==> config.mk <==
export PLATFORM = sky130hd
export DESIGN_NAME = ticket_change_dispenser
export DESIGN_NICKNAME = d
export VERILOG_FILES = /design/src/rtl/ticket_change_dispenser.sv
export SDC_FILE = /design/constraint.sdc
export NUM_CORES = 1
export LEC_CHECK = 0
export CELL_PAD_IN_SITES_DETAIL_PLACEMENT = 1
export CELL_PAD_IN_SITES_GLOBAL_PLACEMENT = 1
export CORE_MARGIN = 1.5
export CORE_UTILIZATION = 40
export DETAILED_ROUTE_END_ITERATION = 16
export PLACE_DENSITY_LB_ADDON = 0.05
export SLEW_MARGIN = 20
export SYNTH_ARGS = -nofsm -noshare
export SYNTH_HDL_FRONTEND = slang
export SYNTH_SLANG_ARGS = --single-unit
==> constraint.sdc <==
create_clock -name clk -period 5.8 [get_ports clk]
set_input_delay 1.45 -clock clk [delete_from_list [all_inputs] [get_ports clk]]
set_output_delay 1.45 -clock clk [all_outputs]
set_load 0.005 [all_outputs]
==> src/rtl/ticket_change_dispenser.sv <==
// ticket_change_dispenser: issues tickets over a req/ack handshake with the
// printer, then pays change as greedy single-cycle coin strobes.
// Every output is a flop. Each *_d value is derived from the next state, so
// a strobe becomes visible in the cycle right after the edge that decided it.
module ticket_change_dispenser #(
    parameter int COIN_BIG    = 10,
    parameter int COIN_MID    = 5,
    parameter int ACK_TIMEOUT = 16
) (
    input  logic       clk,
    input  logic       rst,
    input  logic       start,
    input  logic [1:0] ticket_type,
    input  logic [1:0] ticket_count,
    input  logic [7:0] change,
    input  logic       fault_clr,
    output logic       tkt_req,
    output logic [1:0] tkt_type,
    input  logic       tkt_ack,
    output logic       coin_big,
    output logic       coin_mid,
    output logic       coin_one,
    output logic       busy,
    output logic       done,
    output logic       fault,
    output logic [1:0] tickets_out,
    output logic [7:0] change_left
);

    localparam int CW = $clog2(ACK_TIMEOUT + 1);
    localparam logic [7:0] BIG_V = 8'(COIN_BIG);
    localparam logic [7:0] MID_V = 8'(COIN_MID);

    typedef enum logic [2:0] {
        S_IDLE, S_TKT_REQ, S_TKT_GAP, S_COIN, S_DONE, S_FAULT
    } state_t;

    state_t          state_q, state_d;
    logic            start_q, start_d;
    logic [1:0]      type_q, type_d;
    logic [1:0]      rem_q, rem_d;
    logic [CW-1:0]   cnt_q, cnt_d;
    logic            tkt_req_q, tkt_req_d;
    logic            coin_big_q, coin_big_d;
    logic            coin_mid_q, coin_mid_d;
    logic            coin_one_q, coin_one_d;
    logic            busy_q, busy_d;
    logic            done_q, done_d;
    logic            fault_q, fault_d;
    logic [1:0]      tickets_q, tickets_d;
    logic [7:0]      change_q, change_d;
    logic            pay;

    // Next-state, datapath and registered-output decode.
    always_comb begin
        state_d    = state_q;
        start_d    = start;
        type_d     = type_q;
        rem_d      = rem_q;
        cnt_d      = '0;
        tkt_req_d  = 1'b0;
        coin_big_d = 1'b0;
        coin_mid_d = 1'b0;
        coin_one_d = 1'b0;
        tickets_d  = tickets_q;
        change_d   = change_q;
        pay        = 1'b0;

        case (state_q)
            S_IDLE: begin
                if (start && !start_q) begin
                    type_d    = ticket_type;
                    rem_d     = ticket_count;
                    tickets_d = 2'd0;
                    change_d  = change;
                    if (ticket_count != 2'd0) begin
                        state_d   = S_TKT_REQ;
                        tkt_req_d = 1'b1;
                    end else if (change != 8'd0) begin
                        pay = 1'b1;
                    end else begin
                        state_d = S_DONE;
                    end
                end
            end
            S_TKT_REQ: begin
                if (tkt_ack) begin
                    tickets_d = tickets_q + 2'd1;
                    rem_d     = rem_q - 2'd1;
                    if (rem_q > 2'd1)
                        state_d = S_TKT_GAP;
                    else if (change_q != 8'd0)
                        pay = 1'b1;
                    else
                        state_d = S_DONE;
                end else if (cnt_q == CW'(ACK_TIMEOUT - 1)) begin
                    state_d = S_FAULT;
                end else begin
                    cnt_d     = cnt_q + 1'b1;
                    tkt_req_d = 1'b1;
                end
            end
            S_TKT_GAP: begin
                state_d   = S_TKT_REQ;
                tkt_req_d = 1'b1;
            end
            S_COIN: begin
                if (change_q == 8'd0)
                    state_d = S_DONE;
                else
                    pay = 1'b1;
            end
            S_DONE:  state_d = S_IDLE;
            S_FAULT: if (fault_clr) state_d = S_IDLE;
            default: state_d = S_IDLE;
        endcase

        // Greedy payout; the first coin goes out on the edge that enters COIN
        // so it appears the cycle after launch or after the last ack.
        if (pay) begin
            state_d = S_COIN;
            if (change_d >= BIG_V) begin
                coin_big_d = 1'b1;
                change_d   = change_d - BIG_V;
            end else if (change_d >= MID_V) begin
                coin_mid_d = 1'b1;
                change_d   = change_d - MID_V;
            end else begin
                coin_one_d = 1'b1;
                change_d   = change_d - 8'd1;
            end
        end

        done_d  = (state_d == S_DONE);
        fault_d = (state_d == S_FAULT);
        busy_d  = (state_d == S_TKT_REQ) || (state_d == S_TKT_GAP) || (state_d == S_COIN);
    end

    // State and output registers; reset abandons any job in flight.
    always_ff @(posedge clk or posedge rst) begin
        if (rst) begin
            state_q    <= S_IDLE;
            start_q    <= 1'b0;
            type_q     <= 2'd0;
            rem_q      <= 2'd0;
            cnt_q      <= '0;
            tkt_req_q  <= 1'b0;
            coin_big_q <= 1'b0;
            coin_mid_q <= 1'b0;
            coin_one_q <= 1'b0;
            busy_q     <= 1'b0;
            done_q     <= 1'b0;
            fault_q    <= 1'b0;
            tickets_q  <= 2'd0;
            change_q   <= 8'd0;
        end else begin
            state_q    <= state_d;
            start_q    <= start_d;
            type_q     <= type_d;
            rem_q      <= rem_d;
            cnt_q      <= cnt_d;
            tkt_req_q  <= tkt_req_d;
            coin_big_q <= coin_big_d;
            coin_mid_q <= coin_mid_d;
            coin_one_q <= coin_one_d;
            busy_q     <= busy_d;
            done_q     <= done_d;
            fault_q    <= fault_d;
            tickets_q  <= tickets_d;
            change_q   <= change_d;
        end
    end

    assign tkt_req     = tkt_req_q;
    assign tkt_type    = type_q;
    assign coin_big    = coin_big_q;
    assign coin_mid    = coin_mid_q;
    assign coin_one    = coin_one_q;
    assign busy        = busy_q;
    assign done        = done_q;
    assign fault       = fault_q;
    assign tickets_out = tickets_q;
    assign change_left = change_q;

endmodule

# Word level (Yosys, flattened, before mapping)
# Index checks and enable logic that the tools add are counted.
op_classes:
  magnitude_cmp: 3
  addsub: 6
  n_eq_ne: 12
  reduce_logical: 12
  n_mux: 46
ops:
  columns: ["cell", "count"]
  rows:
  - ["two-way mux 8 bit", 5]
  - ["two-way mux 3 bit", 10]
  - ["two-way mux 1 bit", 19]
  - ["nonzero test 8 bit", 2]
  - ["two-way mux 5 bit", 3]
  - ["one-hot mux 3 bit (5 select lines)", 1]
  - ["== test 3 x 2 -> 1 bit, second input constant", 4]
  - ["== test 3 bit, second input constant", 3]
  - ["greater-or-equal comparator 8 x 3 -> 1 bit, second input constant", 1]
  - ["greater-or-equal comparator 8 x 4 -> 1 bit, second input constant", 1]
  - ["logical NOT 8 bit", 1]
  - ["two-way mux 2 bit", 4]
  - ["one-hot mux 2 bit (2 select lines)", 2]
  - ["subtractor 8 x 1 -> 8 bit, second input constant", 1]
  - ["subtractor 8 x 3 -> 8 bit, second input constant", 1]
  - ["subtractor 8 x 4 -> 8 bit, second input constant", 1]
  - ["== test 3 x 1 -> 1 bit, second input constant", 2]
  - ["one-hot mux 1 bit (3 select lines)", 2]
  - ["adder 5 x 1 -> 5 bit, second input constant", 1]
  - ["== test 5 x 4 -> 1 bit, second input constant", 1]
  - ["inequality test 2 bit, second input constant", 2]
  - ["nonzero test 2 bit", 2]
  - ["logical NOT 3 bit", 1]
  - ["AND reduction 3 bit", 1]
  - ["other kinds (7)", 8]
word_totals:
  ff_bits: 30
  elab_cells: 93

# Longest topological paths before layout
# Gate-level depths: netlist of the first run.
depth:
  depth_word: 9
  depth_mapped: 13
  depth_no_buf: 11

# Worst setup path after synthesis of the first run
# No wires, ideal clock.
synth_path:
  path_kind: "input-to-reg"
  from: "input port start"
  to: "register change_q[2] (netlist: change_left[2])"
  setup_time_ns: 0.142
  path_stages: 13
  arrival_time_ns: 3.790
  slack_ns: 1.868
  cell_sequence: "nand2b_1 -> clkbuf_4 -> nor2_8 -> clkbuf_8 -> mux2i_1 -> inv_1 -> ha_1 -> or2b_2 -> a211oi_2 -> a22oi_1 -> and4_4 -> o31ai_1 -> o221ai_1"
synth_between:
  elab_chain_cells: 7
  elab_cells_between_ends: 13
  cone_classes: "add/sub (3); order compare (2); mux (7); reduce/logical (1)"
synth_rtl:
  columns: ["element", "line", "text"]
  rows:
  - ["start, declared", "12", "input logic start,"]
  - ["logical AND 1 bit (*)", "71", "if (start && !start_q) begin"]
  - ["two-way mux 8 bit", "71", null]
  - ["two-way mux 8 bit", "69", "case (state_q)"]
  - ["subtractor 8 x 1 -> 8 bit, or another cell as far along", "130", "change_d = change_d - 8'd1;"]
  - ["two-way mux 8 bit", "125", "end else if (change_d >= MID_V) begin"]
  - ["two-way mux 8 bit", "122", "if (change_d >= BIG_V) begin"]
  - ["two-way mux 8 bit (*)", "120", "if (pay) begin"]
  - ["via change_d[2]", "51", "logic [7:0] change_q, change_d;"]
  - ["end signal, assigned", "170", "change_q <= change_d;"]
  - ["end, declared", "51", null]
# Mark *: on every way through the listed nets, which the timed path passes. The rest lies on a longest branch.
# A chain may end at the register's enable or synchronous reset.

# Worst setup path in the final report of the first run
# Same ends and word-level chain as after synthesis.

==> summary.txt, run 1 <==
crit path capture type: flip-flop
syn avg cell area: 9.76 um2
PortBufs: 35
hold_sp: cnt_q[0]
CTS tree: done
area grow syn2layout: 25.0%
vias in the first global route: 1825
drt first pass iters: 4
Cells after DPL: 300
# setup viols final: 0
Yosys cell types: 61
worst path arrival time: 4.79 ns
power per cell area: 430 nW/um2
status: finished clean
most frequent cells in the layout: clkdlybuf4s50_1, dfrtp_1, nand2_1, inv_1, nor2_1
post-layout instance area: 2480 um2
CP cell instances: clkdlybuf4s50_1, nand2b_1, nor2_8, mux2_2, inv_1, ha_1, or2b_2, a211oi_2, a22oi_1, and4_4, o31ai_1, o221ai_1
min Tclk post-route: 4.63 ns
Setup CP Type: input port to flip-flop
total power: 1.06 mW
Total GRT Usage: 22.7%
Inserted Diodes: 0
Setup crit start kind: input port
CTS resizes: 0
fin crit share: 79.9%
DRC viols: 0
dpl hpwl: 4140 um
final setup margin: 1.17 ns
Crit-path slowest cell: clkdlybuf4s50_1
vias: 1690
GR Overflow Total: 0
worst hold slack: 0.468 ns
worst flop-to-flop path startpoint: state_q[0]
commonest non-fill, non-tap cell in the layout: clkdlybuf4s50_1
Critical Path RT: 5.95 ns
relative slew slack: 64.3%
register bit count reported by yosys: 30
Post-synth EDFFs: 0
Max H-tree Level: 2
Longest Clk Path Bufs: 2
Final Max Tran Viols: 0
hold-fix buffers at CTS: 0
unrepaired setup endpoints after global routing: no
Final Hold Vio Count: 0
Die Y: 73.4 um
Synthesized Nets: 229
CP Buf/Inv Count: 2
Hold WC Path Type: flip-flop to flip-flop
Routability Congestion: 0.879
CTS sink cnt: 30
DRT iter0 DRCs: 49
initial antenna violation count: 0
total setup buffers inserted after CTS: 0
Antenna Nets Post-Route: 0
Top FF cell, synth: dfrtp_1
num ports: 36
WL per Instance: 18.0 um
Non-Filler Instances: 308
Reg clk slew, reported paths: 0.07 ns
Setup TNS Final: 0 ns
max frequency: 216 MHz
DP Area: 2370 um2
DRT Wirelength: 5540 um
cts bufs inserted: 5
Seq/Total Area, Yosys: 37.9%
Gate Count Post-Synth: 203
# Max-Cap Violations: 0
Syn Std Cell Area: 1980 um2
largest net degree at the start of global routing: 31
Core Area: 4750 um2
Clk Tree Root Cell: clkbuf_8
Setup crit start: start
row count: 25
Final nets: 266
Async S/R FF share, synth: 100%
Initial Utilization: 41.7%
Pleak: 1.08 nW
share of layout cells above drive strength 1: 12.9%
Place WS: 0.864 ns
chip width: 73.4 um
critical path fanouts, max: 19
fin util: 52.1%
cell family with most CP delay: simple AND/OR/NAND/NOR gates
synth warn: 0
Layout Skew: 0.00344 ns
Max IR drop VDD: 0.228 mV
CP max stage delay: 0.49 ns
Slew @ Worst Pin: 0.535 ns
die area: 5390 um2
mean number of vias per cell: 5.49
clk_lat worst skew: 0.28 ns
first-pass GRT wire length: 9250 um
==> synthesized netlist by cell type, types with 2 or more instances <==
library cell / instances / share of area [%]
nor4b_1: 2 / 0.88
nand4_1: 2 / 0.63
nand3_1: 8 / 2.0
nor2_1: 13 / 2.5
xor2_1: 5 / 2.2
buf_4: 4 / 1.5
inv_1: 13 / 2.5
o21ai_0: 11 / 2.8
o31ai_1: 5 / 1.9
nor3_1: 6 / 1.5
a21oi_1: 5 / 1.3
ha_1: 9 / 5.7
mux2_2: 2 / 1.1
nor4_1: 3 / 0.95
o211a_1: 2 / 1.0
nand3b_1: 2 / 0.76
a31oi_1: 2 / 0.63
mux2i_1: 7 / 3.5
nand2b_1: 4 / 1.3
xnor2_1: 4 / 1.8
nand2_1: 20 / 3.8
and2_1: 2 / 0.63
dfrtp_1: 30 / 38
and3_1: 4 / 1.3
a221oi_1: 2 / 0.88
==> cell families after synthesis <==
logic type	Yosys count	share of synthesized area (%)
DFF	30	37.9
muxes	10	5.43
adders and majority gates	9	5.68
and+or+nand+nor	83	25.4
AOI/OAI and AO/OA	42	16.0
buffers and inverters	20	5.62
xor gates and xnor gates	9	3.98
==> worst paths after layout <==
path	endpoint	slack, ns	cells after the start
setup / recovery	change_left[2]	1.17	12
hold / removal	cnt_q[0]	0.47	1
setup reg to reg	change_left[2]	2.21	11
hold reg to reg	cnt_q[0]	0.47	1
max in group asynchronous	tickets_out[0]	3.95	3
min in group asynchronous	coin_mid	1.56	3
==> worst reg2reg max path: stages (launching register included) <==
cell	delay [ns]
dfrtp_1	0.47
or3_4	0.48
nor2_8	0.30
mux2_2	0.44
inv_1	0.17
ha_1	0.21
or2b_2	0.34
a211oi_2	0.23
a22oi_1	0.20
and4_4	0.25
o31ai_1	0.23
o221ai_1	0.14
==> registers in the layout, summed over array words and instances, names as in the netlist, 2 cells and up <==
signal / count
state_q: 3
tickets_out: 2
tkt_type: 2
cnt_q: 5
change_left: 8
rem_q: 2
==> power breakdown <==
| part | switching (mW) | total, mW | leakage [nW] | internal, mW |
|---|---|---|---|---|
| Clock | 0.0850 | 0.211 | 0.0579 | 0.126 |
| Sequential | 0.0706 | 0.339 | 0.366 | 0.269 |
| Combinational | 0.253 | 0.514 | 0.661 | 0.260 |
| Total | 0.409 | 1.06 | 1.08 | 0.655 |
==> metal layers <==
metal / up-vias / track usage (%) / wire length (um) / part of all wire (%)
met5: - / 0 / 0 / 0
met4: 0 / 7.82 / 112 / 2.0
met3: 10 / 3.70 / 172 / 3.1
met2: 37 / 40.2 / 2930 / 53
met1: 839 / 27.7 / 2330 / 42
li1: 804 / - / - / -
==> area by class of cell <==
cell class,count,area [um2]
clock inverters,3,40.0
well taps,67,83.8
clock buffers,5,68.8
inverters,13,48.8
repair buffers,37,365
multi-input cells,153,1120
flip-flops and latches,30,751
fillers,564,2280
Power figures use the tool's default switching activity.
==> run 2: changes to the inputs <==
Clock period 5.8 ns to 4.3 ns, I/O delays scaled along.
==> run 2 against run 1 <==
Compared with the run above:
- clock skew grew 0.0033 ns
- flip-flop and latch count is the same
- via count grew 1.0%
- critical path depth is the same
- sequential power grew 35%
- count of clock-buffer cells in the layout grew 1
- hold slack gained 0.0096 ns
- combinational power grew 36%
- clock power grew 12%
- global-route usage shrank 1.3 points
- register-to-register slack lost 1.3 ns
==> summary.txt, run 2 (synthesis results as in run 1) <==
status: finished clean
Clk Tree Root Cell: clkbuf_8
share of layout cells above drive strength 1: 13.9%
post-layout instance area: 2490 um2
Final Max Tran Viols: 0
PortBufs: 35
total setup buffers inserted after CTS: 0
# Max-Cap Violations: 0
Die Y: 73.4 um
hold-fix buffers at CTS: 0
clk_lat worst skew: 0.28 ns
Setup crit start kind: input port
WL per Instance: 17.0 um
Critical Path RT: 4.45 ns
Max IR drop VDD: 0.288 mV
area grow syn2layout: 25.4%
fin crit share: 90.9%
max frequency: 256 MHz
Inserted Diodes: 0
Initial Utilization: 41.7%
Core Area: 4750 um2
CTS tree: done
most frequent cells in the layout: clkdlybuf4s50_1, dfrtp_1, nand2_1, inv_1, nor2_1
chip width: 73.4 um
Max H-tree Level: 2
worst path arrival time: 4.06 ns
unrepaired setup endpoints after global routing: no
CTS resizes: 0
initial antenna violation count: 0
DP Area: 2390 um2
Setup TNS Final: 0 ns
cts bufs inserted: 5
largest net degree at the start of global routing: 21
vias in the first global route: 1762
relative slew slack: 64.6%
vias: 1707
Final Hold Vio Count: 0
Hold WC Path Type: flip-flop to flip-flop
Reg clk slew, reported paths: 0.07 ns
Final nets: 269
power per cell area: 560 nW/um2
R2R cell count: 11
first-pass GRT wire length: 8750 um
# setup viols final: 0
num ports: 36
Longest Clk Path Bufs: 2
Routability Congestion: 0.977
DRT Wirelength: 5300 um
Slew @ Worst Pin: 0.531 ns
Pleak: 1.09 nW
DRC viols: 0
Layout Skew: 0.00675 ns
critical path fanouts, max: 8
die area: 5390 um2
worst hold stages: 1
drt first pass iters: 4
row count: 25
crit path capture type: flip-flop
Antenna Nets Post-Route: 0
DRT iter0 DRCs: 78
max FFs per register: 8
dpl hpwl: 4060 um
commonest non-fill, non-tap cell in the layout: clkdlybuf4s50_1
GR Overflow Total: 0
mean number of vias per cell: 5.49
CTS sink cnt: 30
Setup CP Type: input port to flip-flop
Total GRT Usage: 21.4%
min Tclk post-route: 3.91 ns
## run 2: cell count changes in the layout (fill, tap and decap cells not counted)
| cell | previous run | this run |
|---|---|---|
| bufinv_16 | 1 | 0 |
| clkbuf_8 | 5 | 6 |
| buf_4 | 2 | 5 |
| clkinv_2 | 2 | 1 |
| clkinvlp_4 | 0 | 1 |
## run 2: worst paths after layout
| path | startpoint | to | slack (ns) |
|---|---|---|---|
| setup / recovery | start | change_left[2] | 0.39 |
| hold / removal | cnt_q[0] | cnt_q[0] | 0.48 |
| setup reg to reg | state_q[0] | change_left[2] | 0.91 |
| hold reg to reg | cnt_q[0] | cnt_q[0] | 0.48 |
| max in group asynchronous | rst | rem_q[0] | 2.58 |
| min in group asynchronous | rst | coin_mid | 1.09 |
## run 2: worst max-delay path, cell delays in order
cell,delay (ns)
clkdlybuf4s50_1,0.49
nand2b_1,0.15
nor2_8,0.21
mux2_2,0.37
inv_1,0.17
ha_1,0.22
or2b_2,0.35
a211oi_2,0.22
a22oi_1,0.19
and4_4,0.25
o31ai_1,0.22
o221ai_1,0.15
## run 2: cell type report
type                    count  area [um2]
clock buffers               6        82.6
clock inverters             2        12.5
fillers                   569        2270
inverters                  13        48.8
multi-input cells         153        1120
flip-flops and latches     30         751
well taps                  67        83.8
repair buffers             40         388
## run 2: layer usage
| layer | routed length [um] | vias up | track usage [%] | share of wire [%] |
|---|---|---|---|---|
| li1 | - | 815 | - | - |
| met1 | 2340 | 855 | 26.5 | 44 |
| met2 | 2700 | 28 | 37.4 | 51 |
| met3 | 167 | 9 | 3.43 | 3.2 |
| met4 | 96 | 0 | 7.82 | 1.8 |
| met5 | 0 | - | 0 | 0 |
## run 2: through the flow
stage | worst slack (ns) | hold WS, ns | std cells | total power [mW] | utilization, %
after floorplan | 0.743 | 0.432 | 203 | 0.868 | -
after global placement | 0.230 | 0.452 | 303 | 1.13 | 50.3
after detailed placement | 0.0980 | 0.478 | 303 | 1.15 | 50.3
after CTS | 0.398 | 0.488 | 311 | 1.41 | 52.3
after global routing | 0.147 | 0.496 | 311 | 1.49 | 52.3
final | 0.390 | 0.477 | 311 | 1.39 | 52.3
## run 2: where the power goes
| group | switching, mW | internal (mW) | total [mW] |
|---|---|---|---|
| registers | 0.0933 | 0.363 | 0.456 |
| logic | 0.343 | 0.357 | 0.701 |
| clock network | 0.108 | 0.128 | 0.236 |
| total | 0.544 | 0.849 | 1.39 |
==> run 3: changes to the inputs <==
Settings changed: CORE_MARGIN 1.5 to 2, SETUP_SLACK_MARGIN set to 0.5.
==> run 3 against run 2 <==
Compared with the run above:
- non-clock buffer count unchanged
- hold slack worse by 0.0031 ns
- clock power about the same
- final area up 1.1%
==> summary.txt, run 3 (synthesis results as in run 1) <==
status: finished clean
filler cell count: 540
min Tclk post-route: 3.37 ns
die area: 5530 um2
power per cell area: 558 nW/um2
commonest non-fill, non-tap cell in the layout: clkdlybuf4s50_1
num ports: 36
Layout Skew: 0.00522 ns
R2R cell count: 11
Final Max Tran Viols: 0
Setup crit start: change[1]
Pleak: 1.11 nW
# Max-Cap Violations: 0
Die Y: 74.4 um
DP Area: 2390 um2
first-pass GRT wire length: 8760 um
total setup buffers inserted after CTS: 0
Max IR drop VDD: 0.317 mV
Longest Clk Path Bufs: 2
PortBufs: 35
hold_sp: tkt_type[0]
Critical Path RT: 4.45 ns
CTS tree: done
max frequency: 296 MHz
CTS sink cnt: 30
WL per Instance: 17.5 um
GR Overflow Total: 0
row count: 25
flop2flop setup slack: 1.06 ns
Setup TNS Final: 0 ns
relative slew slack: 67.6%
most frequent cells in the layout: clkdlybuf4s50_1, dfrtp_1, nand2_1, nor2_1, inv_1
Max H-tree Level: 2
Register Area: 751 um2
Core Area: 4750 um2
hold-fix buffers at CTS: 0
dpl hpwl: 4180 um
worst hold stages: 2
max FFs per register: 8
critical path fanouts, max: 6
chip width: 74.4 um
cts bufs inserted: 5
r2r endpoint: change_left[2]
Final nets: 269
Hold WC Path Type: flip-flop to flip-flop
fin util: 52.9%
area grow syn2layout: 26.8%
Setup crit start kind: input port
vias in the first global route: 1829
area of the multi-input gates: 1140 um2
mean number of vias per cell: 5.59
Routability Congestion: 0.947
worst flop-to-flop path startpoint: state_q[0]
post-layout instance area: 2510 um2
DRC viols: 0
vias: 1739
Total GRT Usage: 21.1%
unrepaired setup endpoints after global routing: no
Slew @ Worst Pin: 0.485 ns
Antenna Nets Post-Route: 0
WHS Endpoint: tkt_type[0]
Final Hold Vio Count: 0
crit path capture type: flip-flop
fin crit share: 78.4%
DRT Wirelength: 5440 um
# setup viols final: 0
drt first pass iters: 6
total power: 1.40 mW
Initial Utilization: 41.7%
DRT iter0 DRCs: 40
Reg clk slew, reported paths: 0.07 ns
Inserted Diodes: 0
clk_lat worst skew: 0.28 ns
Setup CP Type: input port to flip-flop
worst hold slack: 0.474 ns
Clk Tree Root Cell: clkbuf_8
initial antenna violation count: 0
largest net degree at the start of global routing: 21
worst path arrival time: 3.52 ns
share of layout cells above drive strength 1: 15.6%
==> run 3: changes by cell type in the layout (fill, tap and decap cells not counted), sizes merged <==
cell / delta
clkdlybuf4s50: -1
dlymetal6s2s: +1
==> run 3: final cells by class <==
| type | count | share of cell area, % |
|---|---|---|
| multi-input combinational | 153 | 45.5 |
| sequential | 30 | 29.9 |
| timing repair buffer | 40 | 15.5 |
| tap | 67 | 3.33 |
| clock buffer | 6 | 3.29 |
| inverter | 13 | 1.94 |
| clock inverter | 2 | 0.498 |
==> run 3: through the flow <==
stage	cells	setup slack, ns
final	311	0.927
after global placement	303	0.307
after CTS	311	0.513
after global routing	311	0.791
after detailed placement	303	0.151
after floorplan	203	0.743
==> run 3: where the power goes <==
| part | internal, mW | switching, mW |
|---|---|---|
| registers | 0.362 | 0.105 |
| clock network | 0.129 | 0.111 |
| logic | 0.362 | 0.336 |
| total | 0.852 | 0.551 |
==> run 3: per-layer routing <==
| metal | share of wire (%) | global-route usage [%] |
|---|---|---|
| met1 | 41 | 24.2 |
| met2 | 52 | 37.2 |
| met3 | 3.3 | 3.93 |
| met4 | 3.3 | 10.7 |
| met5 | 0 | 0 |
==> run 3: worst max-delay path: stages <==
cell	delay, ns
clkdlybuf4s50_1	0.48
mux2_2	0.33
inv_2	0.10
ha_1	0.18
or2b_2	0.34
a211oi_2	0.25
a22oi_2	0.15
and4_4	0.22
o31ai_1	0.25
o221ai_1	0.15
==> run 3: how the worst max path moves through the flow <==
stage                                end
final                     change_left[2]
after global routing      change_left[2]
after CTS                 change_left[2]
after detailed placement  change_left[2]
after global placement    change_left[2]
after floorplan           change_left[2]
==> run 3: repair_timing <==
item | in CTS | in global routing
resized for setup | 1 | 5
setup endpoints to repair | 1 | 3
pin swaps | 0 | 1
endpoints found under the hold margin | 0 | 0
